<file path="src/rtl/div_pkg.sv">
// div_pkg: shared widths, FSM state encoding and helpers for the multi-cycle divider
package div_pkg;
  localparam int RegBus       = 32;
  localparam int DoubleRegBus = 64;
  localparam logic DIV_RESULT_READY     = 1'b1;
  localparam logic DIV_RESULT_NOT_READY = 1'b0;
  localparam logic DIV_START            = 1'b1;
  localparam logic DIV_STOP             = 1'b0;
  localparam logic [7:0] EXE_DIV_OP  = 8'b00011010;
  localparam logic [7:0] EXE_DIVU_OP = 8'b00011011;
  typedef enum logic [1:0] {
    DIV_FREE    = 2'b00,
    DIV_BY_ZERO = 2'b01,
    DIV_ON      = 2'b10,
    DIV_END     = 2'b11
  } div_state_e;
  // magnitude of an operand; 0x80000000 stays put and is read as unsigned 2^31
  function automatic logic [RegBus-1:0] mag(input logic [RegBus-1:0] v, input logic sgn);
    return (sgn && v[RegBus-1]) ? ~v + 32'd1 : v;
  endfunction
endpackage

</file>
<file path="src/rtl/div.sv">
// div: radix-2 restoring 32-bit divider for DIV/DIVU with divide-by-zero short path and annul
module div
  import div_pkg::*;
(
  input  logic                    clk,
  input  logic                    rst,
  input  logic                    signed_div_i,
  input  logic [RegBus-1:0]       opdata1_i,
  input  logic [RegBus-1:0]       opdata2_i,
  input  logic                    start_i,
  input  logic                    annul_i,
  output logic [DoubleRegBus-1:0] result_o,
  output logic                    ready_o
);
  div_state_e              r_state, w_state;
  logic [64:0]             r_dividend, w_dividend;
  logic [RegBus-1:0]       r_divisor, w_divisor;
  logic [5:0]              r_cnt, w_cnt;
  logic                    r_s1, r_s2, w_s1, w_s2;
  logic [DoubleRegBus-1:0] w_result;
  logic                    w_ready;
  logic [RegBus:0]         w_diff;
  logic [RegBus-1:0]       w_q, w_r;
  assign w_diff = {1'b0, r_dividend[63:32]} - {1'b0, r_divisor};
  assign w_q    = (r_s1 ^ r_s2) ? -r_dividend[31:0] : r_dividend[31:0];
  assign w_r    = r_s1 ? -r_dividend[64:33] : r_dividend[64:33];
  // next-state and datapath updates for every state
  always_comb begin
    w_state    = r_state;
    w_dividend = r_dividend;
    w_divisor  = r_divisor;
    w_cnt      = r_cnt;
    w_s1       = r_s1;
    w_s2       = r_s2;
    w_result   = result_o;
    w_ready    = ready_o;
    case (r_state)
      DIV_FREE: begin
        if (start_i == DIV_START && !annul_i) begin
          if (opdata2_i == '0) begin
            w_state = DIV_BY_ZERO;
          end else begin
            w_state    = DIV_ON;
            w_cnt      = '0;
            w_dividend = {32'b0, mag(opdata1_i, signed_div_i), 1'b0};
            w_divisor  = mag(opdata2_i, signed_div_i);
            w_s1       = signed_div_i & opdata1_i[31];
            w_s2       = signed_div_i & opdata2_i[31];
          end
        end else begin
          w_result = '0;
          w_ready  = DIV_RESULT_NOT_READY;
        end
      end
      DIV_BY_ZERO: begin
        w_state    = DIV_END;
        w_dividend = '0;
        w_result   = '0;
        w_ready    = DIV_RESULT_READY;
      end
      DIV_ON: begin
        if (annul_i) begin
          w_state = DIV_FREE;
        end else if (r_cnt != 6'd32) begin
          w_dividend = w_diff[RegBus] ? {r_dividend[63:0], 1'b0}
                                      : {w_diff[31:0], r_dividend[31:0], 1'b1};
          w_cnt      = r_cnt + 6'd1;
        end else begin
          w_result = {w_r, w_q};
          w_ready  = DIV_RESULT_READY;
          w_state  = DIV_END;
          w_cnt    = '0;
        end
      end
      DIV_END: begin
        if (start_i == DIV_STOP) begin
          w_result = '0;
          w_ready  = DIV_RESULT_NOT_READY;
          w_state  = DIV_FREE;
        end
      end
      default: w_state = DIV_FREE;
    endcase
  end
  // state and datapath registers, cleared asynchronously by reset
  always_ff @(posedge clk or negedge rst) begin
    if (!rst) begin
      r_state    <= DIV_FREE;
      r_dividend <= '0;
      r_divisor  <= '0;
      r_cnt      <= '0;
      r_s1       <= 1'b0;
      r_s2       <= 1'b0;
      result_o   <= '0;
      ready_o    <= DIV_RESULT_NOT_READY;
    end else begin
      r_state    <= w_state;
      r_dividend <= w_dividend;
      r_divisor  <= w_divisor;
      r_cnt      <= w_cnt;
      r_s1       <= w_s1;
      r_s2       <= w_s2;
      result_o   <= w_result;
      ready_o    <= w_ready;
    end
  end
endmodule

</file>
<file path="config.mk">
export PLATFORM = sky130hd
export DESIGN_NAME = div
export DESIGN_NICKNAME = d
export VERILOG_FILES = /design/src/rtl/div_pkg.sv /design/src/rtl/div.sv
export SDC_FILE = /design/constraint.sdc
export NUM_CORES = 1
export LEC_CHECK = 0
export ABC_AREA = 1
export BUFFER_PORTS_ARGS = -buffer_cell sky130_fd_sc_hd__buf_2
export CELL_PAD_IN_SITES_DETAIL_PLACEMENT = 1
export CELL_PAD_IN_SITES_GLOBAL_PLACEMENT = 1
export CORE_ASPECT_RATIO = 1.1
export CORE_MARGIN = 2
export CORE_UTILIZATION = 35
export DETAILED_ROUTE_END_ITERATION = 8
export PLACE_DENSITY = 0.74
export SETUP_SLACK_MARGIN = 0.3
export SYNTH_ARGS = -nofsm -noshare
export SYNTH_HDL_FRONTEND = slang
export SYNTH_SLANG_ARGS = --single-unit
</file>
<file path="constraint.sdc">
create_clock -name clk -period 5.65 [get_ports clk]
set_clock_uncertainty 0.15 [all_clocks]
set_input_delay 0 -clock clk [delete_from_list [all_inputs] [get_ports clk]]
set_output_delay 0 -clock clk [all_outputs]
set_load 0.01 [all_outputs]
</file>
# After elaboration in Yosys (flattened, before gate mapping)

Cells that the tools add are included.
W data, S select, Z words.

Flip-flop bits (word level): 172
Input port bits: 69
Output and inout port bits: 65
Word-level logic and storage cells: 76

Add/subtract/negate cells: 6
Equality and inequality tests: 12
Mux-type cells: 31
Bitwise logic cells: 6
Reductions and logical operators: 13

Operator list:

| kind                    | number |
|---|---|
| $mux W65                | 5 |
| $mux W64                | 4 |
| $pmux W64 S4            | 1 |
| $pmux W65 S3            | 1 |
| $mux W32                | 4 |
| $add A32 B1 Y32 const B | 2 |
| $neg A32 Y32            | 2 |
| $not A32 Y32            | 2 |
| $sub A32 B32 Y33        | 1 |
| $logic_not A32 Y1       | 1 |
| $mux W6                 | 4 |
| $ne A2 B2 Y1 const B    | 7 |
| $pmux W6 S2             | 1 |
| $mux W2                 | 5 |
| $pmux W2 S4             | 1 |
| $reduce_and A4 Y1       | 2 |
| $add A6 B1 Y6 const B   | 1 |
| $ne A6 B6 Y1 const B    | 1 |
| $reduce_and A3 Y1       | 2 |
| $reduce_and A5 Y1       | 1 |
| $eq A2 B2 Y1 const B    | 2 |
| $mux W1                 | 4 |
| $pmux W1 S4             | 1 |
| $logic_and A1 B1 Y1     | 3 |
| 9 further kinds         | 10 |

# Depth between registers and ports, before layout

Gate-level depths: netlist of run 1.

Depth after elaboration: 6
Mapped depth: 17
Depth with buffers taken out: 16

# Worst setup path after synthesis of run 1

OpenSTA, ideal clock, no wires.

Kind: register -> register
From: reg r_dividend[32]
To: reg r_dividend[63]
Library setup time: 0.116 ns
Arrival: 2.024 ns
Required time: 5.384 ns
Setup slack: 3.360 ns
Cell stages (with the launch flop): 18
Path buffers: 2
Period minus slack after synthesis: 2.290 ns
Cell sequence: dfrtp_1 -> inv_1 -> ha_1 -> fa_1 -> inv_1 -> nand2_1 -> nand2_1 -> nand3_1 -> nand2_1 -> nand2_1 -> nand2_1 -> nand2_4 -> nand2_4 -> buf_6 -> buf_8 -> nand3_2 -> nand2_1 -> nand2_1

Word-level cells in the longest chain between the ends: 5

RTL lines:

| item                     | RTL line  | text |
|---|---|---|
| start: declaration       | div.sv:16 | `logic [64:0] r_dividend, w_dividend;` |
| start signal: assignment | div.sv:98 | `r_dividend <= w_dividend;` |
| $sub A32 B32 Y33         | div.sv:24 | `assign w_diff = {1'b0, r_dividend[63:32]} - {1'b0, r_divisor};` |
| $mux W65                 | div.sv:65 | `w_dividend = w_diff[RegBus] ? {r_dividend[63:0], 1'b0}` |
| $mux W65                 | div.sv:64 | `end else if (r_cnt != 6'd32) begin` |
| $mux W65                 | div.sv:62 | `if (annul_i) begin` |
| $pmux W65 S3             | div.sv:37 | `case (r_state)` |

Every way passes these cells. The select of a mux whose other input is x is not followed.
A chain may end at the register's enable or synchronous reset.

# Worst setup path in the final report of run 1

From: reg r_state[0]
To: reg r_dividend[43]

Word-level cells in the longest chain between the ends: 3
Elaborated cells between the ends (all ways): 10
Those cells by class: 6 x eq/ne; 1 x mux; 3 x reduce/logical

RTL lines:

| item                                                         | RTL line  | text |
|---|---|---|
| start: declaration                                           | div.sv:15 | `div_state_e r_state, w_state;` |
| start signal: assignment                                     | div.sv:97 | `r_state <= w_state;` |
| $eq A2 B2 Y1, or another cell as far along                   | div.sv:37 |  |
| $ne A2 B2 Y1 (no line) or $reduce_bool A3 Y1 (tied branches) | n/a       |  |
| $reduce_and A5 Y1 (no line)                                  | n/a       |  |

Several ways; a longest one is shown, not always the timed one.

==> run summary, run 1 <==
Post-Synthesis Cells: 2174
DRT antenna net count: 0
Core area: 38000 um2
Total track usage: 0.257
Syn_nets: 2289
Cell count of the worst reg-to-reg path: 8
Number of DRC markers in iteration 0: 758
Synth warn: 0
DR DRC count: 0
Leakage: 8.47 nW
Clock Path Buffers: 2
H-tree levels: 4
Finished Layout Cells: 2866
# diodes: 0
Row cnt: 75
Setup bufs post-CTS: 0
RR Endpoint: r_dividend[43]$_DFFE_PN0P_
First-pass GRT wire length: 79900 um
Termination of the worst setup path: r_dividend[43]$_DFFE_PN0P_
Top-Level Pins: 134
DR WL/cell: 17.6 um
Nets: 2468
Cell variety after synth: 49
Most frequent cell on the critical path: inv_1
Class of the worst hold path: in2reg
Most frequent cells in the layout: 732 x nand2_1, 302 x inv_1, 233 x nor2_1
Die span in x: 191 um
Fin util: 0.418
Layout area overhead: 17.9%
Post-synth EDFFs: 0
CTS tree: built
Synthesized cell area: 13500 um2
Inst Count DP: 2752
Top_reg_cell synth: dfrtp_1
Worst setup EP type: register
Total length of routed wires: 50500 um
Total number of vias: 14.6k
Die height: 210 um
Slowest-stage cell, CP: ha_1
Worst vdd ir: 0.256 mV
Router iterations before antenna repair: 5
CP max stage delay: 0.69 ns
Critical path arrival: 3.94 ns
R2R setup slack: 1.93 ns
Starting Density: 0.354
Max_cap viols: 0
IO buf count: 133
Global route overflow: 0
Pin slew with the least headroom to its limit: 1.13 ns
Crit path time final: 3.72 ns
Commonest non-fill, non-tap cell in the layout: nand2_1
Maximum fanout along the worst path: 18
DIE AREA: 40100 um2
Layout cells sized above 1: 0.0892
Tcrit/Tclk final: 0.659
PD cells: 372 nW/um2
Routability cong.: 0.943
Sinks on the clock net: 172
Ys async rst share: 1.00
Placed Instance Area: 14500 um2
RSZ-0062 raised after global routing: false
Post-synthesis sequential area ratio: 0.320
Largest net degree at the start of global routing: 88
Final number of max-transition violations: 0
Final Cell Area: 15900 um2
Initial antenna violation count: 0
Max-Slew Margin vs Limit: 0.244
Dpl hpwl: 39900 um
CTS buffer count: 17
Skew-Pair Late Insertion Delay: 0.46 ns
Hold Fails Final Rpt: 0
Yosys reg bits: 172
Fin Setup TNS: 0 ns
Vias/cell: 5.10
CP Class: reg2reg
Req. time, crit path: 5.87 ns
CTS Root Cell: clkbuf_16
Outcome: complete, no violations
Final Setup Violations: 0
RR Startpoint: r_state[0]$_DFFE_PN0P_
Fmax: 269 MHz
Avg Inst Size Synth: 6.19 um2
Crit path launch type: register
Fill count: 5123
Crit-path cells: inv_1 > ha_1 > nand2_1 > inv_1 > nand3_2 > inv_2 > nand3_1 > o21ai_1
Worst setup startpoint: r_state[0]$_DFFE_PN0P_
Vias in the first global route: 14.8k
CTS clk-pin slew, worst paths: 0.07 ns
## critical path, delay by kind of cell (launching register included)
| kind | cells | cell delay (ns) |
|---|---|---|
| adder cells (fa/ha/maj) | 1 | 0.69 |
| AO/OA/AOI/OAI | 1 | 0.10 |
| AND/OR/NAND/NOR | 3 | 1.16 |
| flip-flops | 1 | 0.42 |
| buffers and inverters | 3 | 1.09 |
## power breakdown
part	total [mW]	switching, mW	internal [mW]	leakage, nW
clock network	1.14	0.543	0.599	0.268
registers	1.71	0.225	1.48	2.30
logic	3.06	2.19	0.862	5.91
## metal layers
metal	vias to the layer above	global-route usage	share of wire
li1	7233	-	-
met1	7050	0.325	0.44
met2	249	0.444	0.49
met3	71	0.0276	0.030
met4	0	0.103	0.036
met5	-	0	0
## worst min path at each step
stage / start / to / slack [ns] / cells after the start
after floorplan: rst / r_cnt[0]$_DFFE_PN0P_ / -0.45 / 0
final: annul_i / r_state[1]$_DFFE_PN0P_ / 0.02 / 7
after detailed placement: rst / result_o[35]$_DFFE_PN0P_ / -0.002 / 1
after CTS: annul_i / r_state[1]$_DFFE_PN0P_ / 0.02 / 7
after global placement: rst / result_o[35]$_DFFE_PN0P_ / 0.0001 / 1
after global routing: signed_div_i / r_dividend[32]$_DFFE_PN0P_ / 0.1 / 6
## synth_stat cells (13+ instances only)
master | instances | area, um2
a21oi_1 | 73 | 365
buf_2 | 20 | 100
clkbuf_1 | 30 | 113
dfrtp_1 | 172 | 4300
ha_1 | 45 | 563
inv_1 | 302 | 1130
nand2_1 | 732 | 2750
nand3_1 | 204 | 1020
nand3b_1 | 13 | 97.6
nand4_1 | 27 | 169
nor2_1 | 233 | 875
nor3_1 | 26 | 130
o21ai_0 | 136 | 681
o21ai_1 | 37 | 185
o22ai_1 | 13 | 81.3
xnor2_1 | 14 | 123
xor2_1 | 28 | 245
## cell families after synthesis
logic type / after synthesis / synth area share
AOI/OAI and AO/OA: 272 / 0.106
DFF: 172 / 0.320
adders and majority gates: 46 / 0.0433
buffers and inverters: 374 / 0.110
and+or+nand+nor: 1268 / 0.394
xor gates and xnor gates: 42 / 0.0273
## through the flow
stage	hold slack [ns]	setup WS, ns	power (mW)
3_3_place_gp	0.0000977	2.14	4.62
4_1_cts	0.0198	1.93	5.92
2_1_floorplan	-0.446	3.36	3.76
6_report	0.0167	1.93	5.91
5_1_grt	0.0965	1.59	6.37
3_5_place_dp	-0.00156	1.96	4.71
## sequential cells by signal, summed over array words and instances (netlist names)
register / flops
r_cnt: 6
r_s2: 1
r_state: 2
r_s1: 1
ready_o: 1
r_divisor: 32
r_dividend: 65
result_o: 64
## what timing repair did
item,in CTS,in global routing
hold buffers,82,0
gates resized for setup,0,0
endpoints found under the hold margin,152,0
## final cells by class
type,count,area [um2],share of cell area
Multi-Input combinational cell,1628,7690,0.484
Sequential cell,172,4300,0.271
Timing Repair Buffer,220,1530,0.0964
Inverter,314,1180,0.0742
Tap cell,500,626,0.0394
Clock buffer,20,467,0.0294
Clock inverter,12,90.1,0.00567
Power figures use the tool's default switching activity.
==> run 2, diff against run 1 <==
--- a/config.mk
+++ b/config.mk
@@ -5,7 +5,7 @@
 export SDC_FILE = /design/constraint.sdc
 export NUM_CORES = 1
 export LEC_CHECK = 0
-export ABC_AREA = 1
+export ABC_AREA = 0
 export BUFFER_PORTS_ARGS = -buffer_cell sky130_fd_sc_hd__buf_2
 export CELL_PAD_IN_SITES_DETAIL_PLACEMENT = 1
 export CELL_PAD_IN_SITES_GLOBAL_PLACEMENT = 1
@@ -13,7 +13,7 @@
 export CORE_MARGIN = 2
 export CORE_UTILIZATION = 35
 export DETAILED_ROUTE_END_ITERATION = 8
-export PLACE_DENSITY = 0.74
+export PLACE_DENSITY = 0.73
 export SETUP_SLACK_MARGIN = 0.3
 export SYNTH_ARGS = -nofsm -noshare
 export SYNTH_HDL_FRONTEND = slang
==> constraint.sdc (replaced) <==
create_clock -name clk -period 3.12 [get_ports clk]
set_clock_uncertainty 0.15 [all_clocks]
set_input_delay 0 -clock clk [delete_from_list [all_inputs] [get_ports clk]]
set_output_delay 0 -clock clk [all_outputs]
set_load 0.01 [all_outputs]
==> run 2 against run 1 <==
- the flow now finishes with violations (negative hold slack)
- combinational power up 97%
- die area down 13%
- synthesized cell count fell by 35%
- critical path depth is 4 higher
- worst hold slack got worse by 0.062 ns
- sequential share of layout area decreased by 0.13 points
- routed wire length decreased by 17%
- power increased by 92%
- via count down 20%
- setup slack worse by 1.9 ns
- maximum frequency increased by 22%
==> run summary, run 2 <==
Synthesized cell area: 11700 um2 (-13%)
Vias in the first global route: 11.9k (-19%)
Die height: 196 um (-6.5%)
Row cnt: 70 (-6.7%)
Leakage: 7.32 nW (-14%)
Post-synthesis sequential area ratio: 0.367 (+0.0471)
Number of DRC markers in iteration 0: 637 (-16%)
Synth area leader: dfrtp_1
Crit-path cells: ha_4 > a21oi_2 > buf_4 > o211ai_1 > a31oi_1 > nor2b_1 > o211ai_1 > buf_4 > a21o_4 > buf_6 > a211oi_2 > a311o_1
GR Layer Usage met1: 0.307 (-0.0182)
Global route overflow: 0 (unchanged)
Inst Count DP: 1978 (-28%)
RSZ-0062 raised after global routing: true
Synth top area share: 0.367 (+0.0471)
Tcrit/Tclk final: 0.977 (+0.318)
Final Power: 11.3 mW (+92%)
DIE AREA: 35000 um2 (-13%)
Fin util: 0.484 (+0.0661)
Total number of vias: 11.7k (-20%)
Cell variety after synth: 79 (+61%)
CTS Root Cell: clkbuf_16
Top reg by flops: r_dividend
Finished Layout Cells: 2131 (-26%)
Top-Level Pins: 134 (unchanged)
Outcome: finished with violations
# diodes: 0 (unchanged)
DR DRC count: 0 (unchanged)
Worst vdd ir: 0.424 mV (+66%)
Class of the worst hold path: in2async
Routability cong.: 0.839 (-11%)
CTS buffer count: 17 (unchanged)
Top-count cell post-synth: nand2_1
Failing checks: negative hold slack
Routing usage on met3: 0.0231 (-0.00453)
Top Registers: r_dividend x65, result_o x64, r_divisor x32
Critical path arrival: 3.28 ns (-0.66 ns)
Worst hold slack: -0.0458 ns (-0.0625 ns)
Top_reg_cell synth: dfrtp_1
Vias/cell: 5.49 (+7.8%)
Initial antenna violation count: 0 (unchanged)
DRT antenna net count: 0 (unchanged)
Commonest non-fill, non-tap cell in the layout: nand2_1
Most frequent cells in the layout: 227 x nand2_1, 171 x o21ai_0, 158 x dfrtp_1
Dpl hpwl: 28400 um (-29%)
Ys async rst share: 1.00 (unchanged)
Total length of routed wires: 42100 um (-17%)
Final Setup Violations: 0 (unchanged)
Post-Synthesis Cells: 1409 (-35%)
Post-synth EDFFs: 0 (unchanged)
Most common library cells after synthesis: 230 x nand2_1, 182 x o21ai_0, 172 x dfrtp_1
Yosys reg bits: 172 (unchanged)
Req. time, crit path: 3.36 ns (-2.51 ns)
Synth warn: 0 (unchanged)
IO buf count: 133 (unchanged)
Levels on crit path: 12 (+4)
Avg Inst Size Synth: 8.33 um2 (+34%)
Die span in x: 179 um (-6.5%)
Crit path time final: 3.05 ns (-0.675 ns)
CP max stage delay: 0.45 ns (-0.24 ns)
Max-Slew Margin vs Limit: 0.450 (+0.206)
Top cells by area, synth: dfrtp_1 37%, o21ai_0 7.8%, nand2_1 7.4%
Fill count: 3864 (-25%)
Maximum fanout along the worst path: 6 (-12)
Met2 Track Usage GR: 0.388 (-0.0558)
PD cells: 708 nW/um2 (+90%)
Crit path launch type: register
Total track usage: 0.229 (-0.0273)
CTS clk-pin slew, worst paths: 0.07 ns (about the same)
Slowest-stage cell, CP: dfrtp_2
CP Class: reg2reg
Skew-Pair Late Insertion Delay: 0.46 ns (about the same)
Final number of max-transition violations: 0 (unchanged)
Worst path buffer plus inverter count: 3 (unchanged)
Starting Density: 0.354 (about the same)
Layout cells sized above 1: 0.244 (+0.154)
Worst setup EP type: register
Largest register FFs: 65 (unchanged)
Nets: 1801 (-27%)
Sinks on the clock net: 172 (unchanged)
Fmax: 328 MHz (+22%)
Router iterations before antenna repair: 4 (-1)
Largest net degree at the start of global routing: 70 (-20%)
Clock Path Buffers: 2 (unchanged)
Hold Fails Final Rpt: 9 (+9)
DR WL/cell: 19.8 um (+12%)
CTS tree: built
First-pass GRT wire length: 63800 um (-20%)
Layout area overhead: 36.5%
Syn_nets: 1524 (-33%)
Core area: 33100 um2 (-13%)
H-tree levels: 4 (unchanged)
Fin Setup TNS: 0 ns (unchanged)
Grt peak-use layer: met2
Max_cap viols: 0 (unchanged)
Critical path's top delay family: compound AO/OA/AOI/OAI gates
Pin slew with the least headroom to its limit: 0.825 ns (-0.309 ns)
Cell count of the worst reg-to-reg path: 12 (+4)
==> run 2: cell families (layout without fill, tap and decap cells) <==
family / after synthesis / in the layout / share of synthesized area
compound gates: 423 / 423 / 0.224
xor+xnor: 147 / 147 / 0.110
fa+ha+maj: 46 / 46 / 0.0497
buf+inv: 136 / 426 / 0.0481
flops: 172 / 172 / 0.367
simple gates: 485 / 485 / 0.202
==> run 2: final timing paths <==
path / startpoint / end / slack, ns
min: rst / result_o[13]$_DFFE_PN0P_ / -0.05
min reg2reg: result_o[62]$_DFFE_PN0P_ / result_o[62]$_DFFE_PN0P_ / 0.33
min in group clk: start_i / r_state[1]$_DFFE_PN0P_ / 0.01
max in group asynchronous: rst / result_o[7]$_DFFE_PN0P_ / 1.88
max reg2reg: r_dividend[45]$_DFFE_PN0P_ / r_dividend[46]$_DFFE_PN0P_ / 0.07
max: r_dividend[45]$_DFFE_PN0P_ / r_dividend[46]$_DFFE_PN0P_ / 0.07
==> run 2: metal layers <==
layer | vias up | share of wire
met1 | 5792 | 0.44
met3 | 72 | 0.036
li1 | 5560 | -
met2 | 277 | 0.49
met5 | - | 0
met4 | 0 | 0.027
==> run 2: through the flow <==
step           hold WS [ns]  area [um2]  setup WS (ns)
3_3_place_gp        -0.0796       13300          0.155
2_1_floorplan        -0.446       11700          0.312
3_5_place_dp        -0.0690       13300         0.0312
5_1_grt              0.0340       16000         0.0393
6_report            -0.0458       16000         0.0717
4_1_cts             0.00120       15100          0.213
==> run 2: power breakdown <==
group          internal [mW]  switching [mW]  total (mW)
sequential              2.68           0.477        3.16
combinational           2.27            3.74        6.02
clock                   1.16            1.01        2.18
total                   6.12            5.23        11.3
==> run 2: final cells by class <==
cell class	count	area, um2	area share
repair buffers	335	2600	0.162
clock buffers	19	453	0.0283
multi-input cells	1101	7760	0.484
inverters	59	221	0.0138
clock inverters	13	133	0.00828
well taps	432	541	0.0337
flip-flops and latches	172	4320	0.270
==> run 2: timing repair <==
action	in CTS	in global routing
hold endpoints to repair	182	0
cloned	1	3
pin swaps	15	63
hold buffers	87	0
buffers inserted	10	20
gates resized for setup	69	117
setup endpoints to repair	39	54
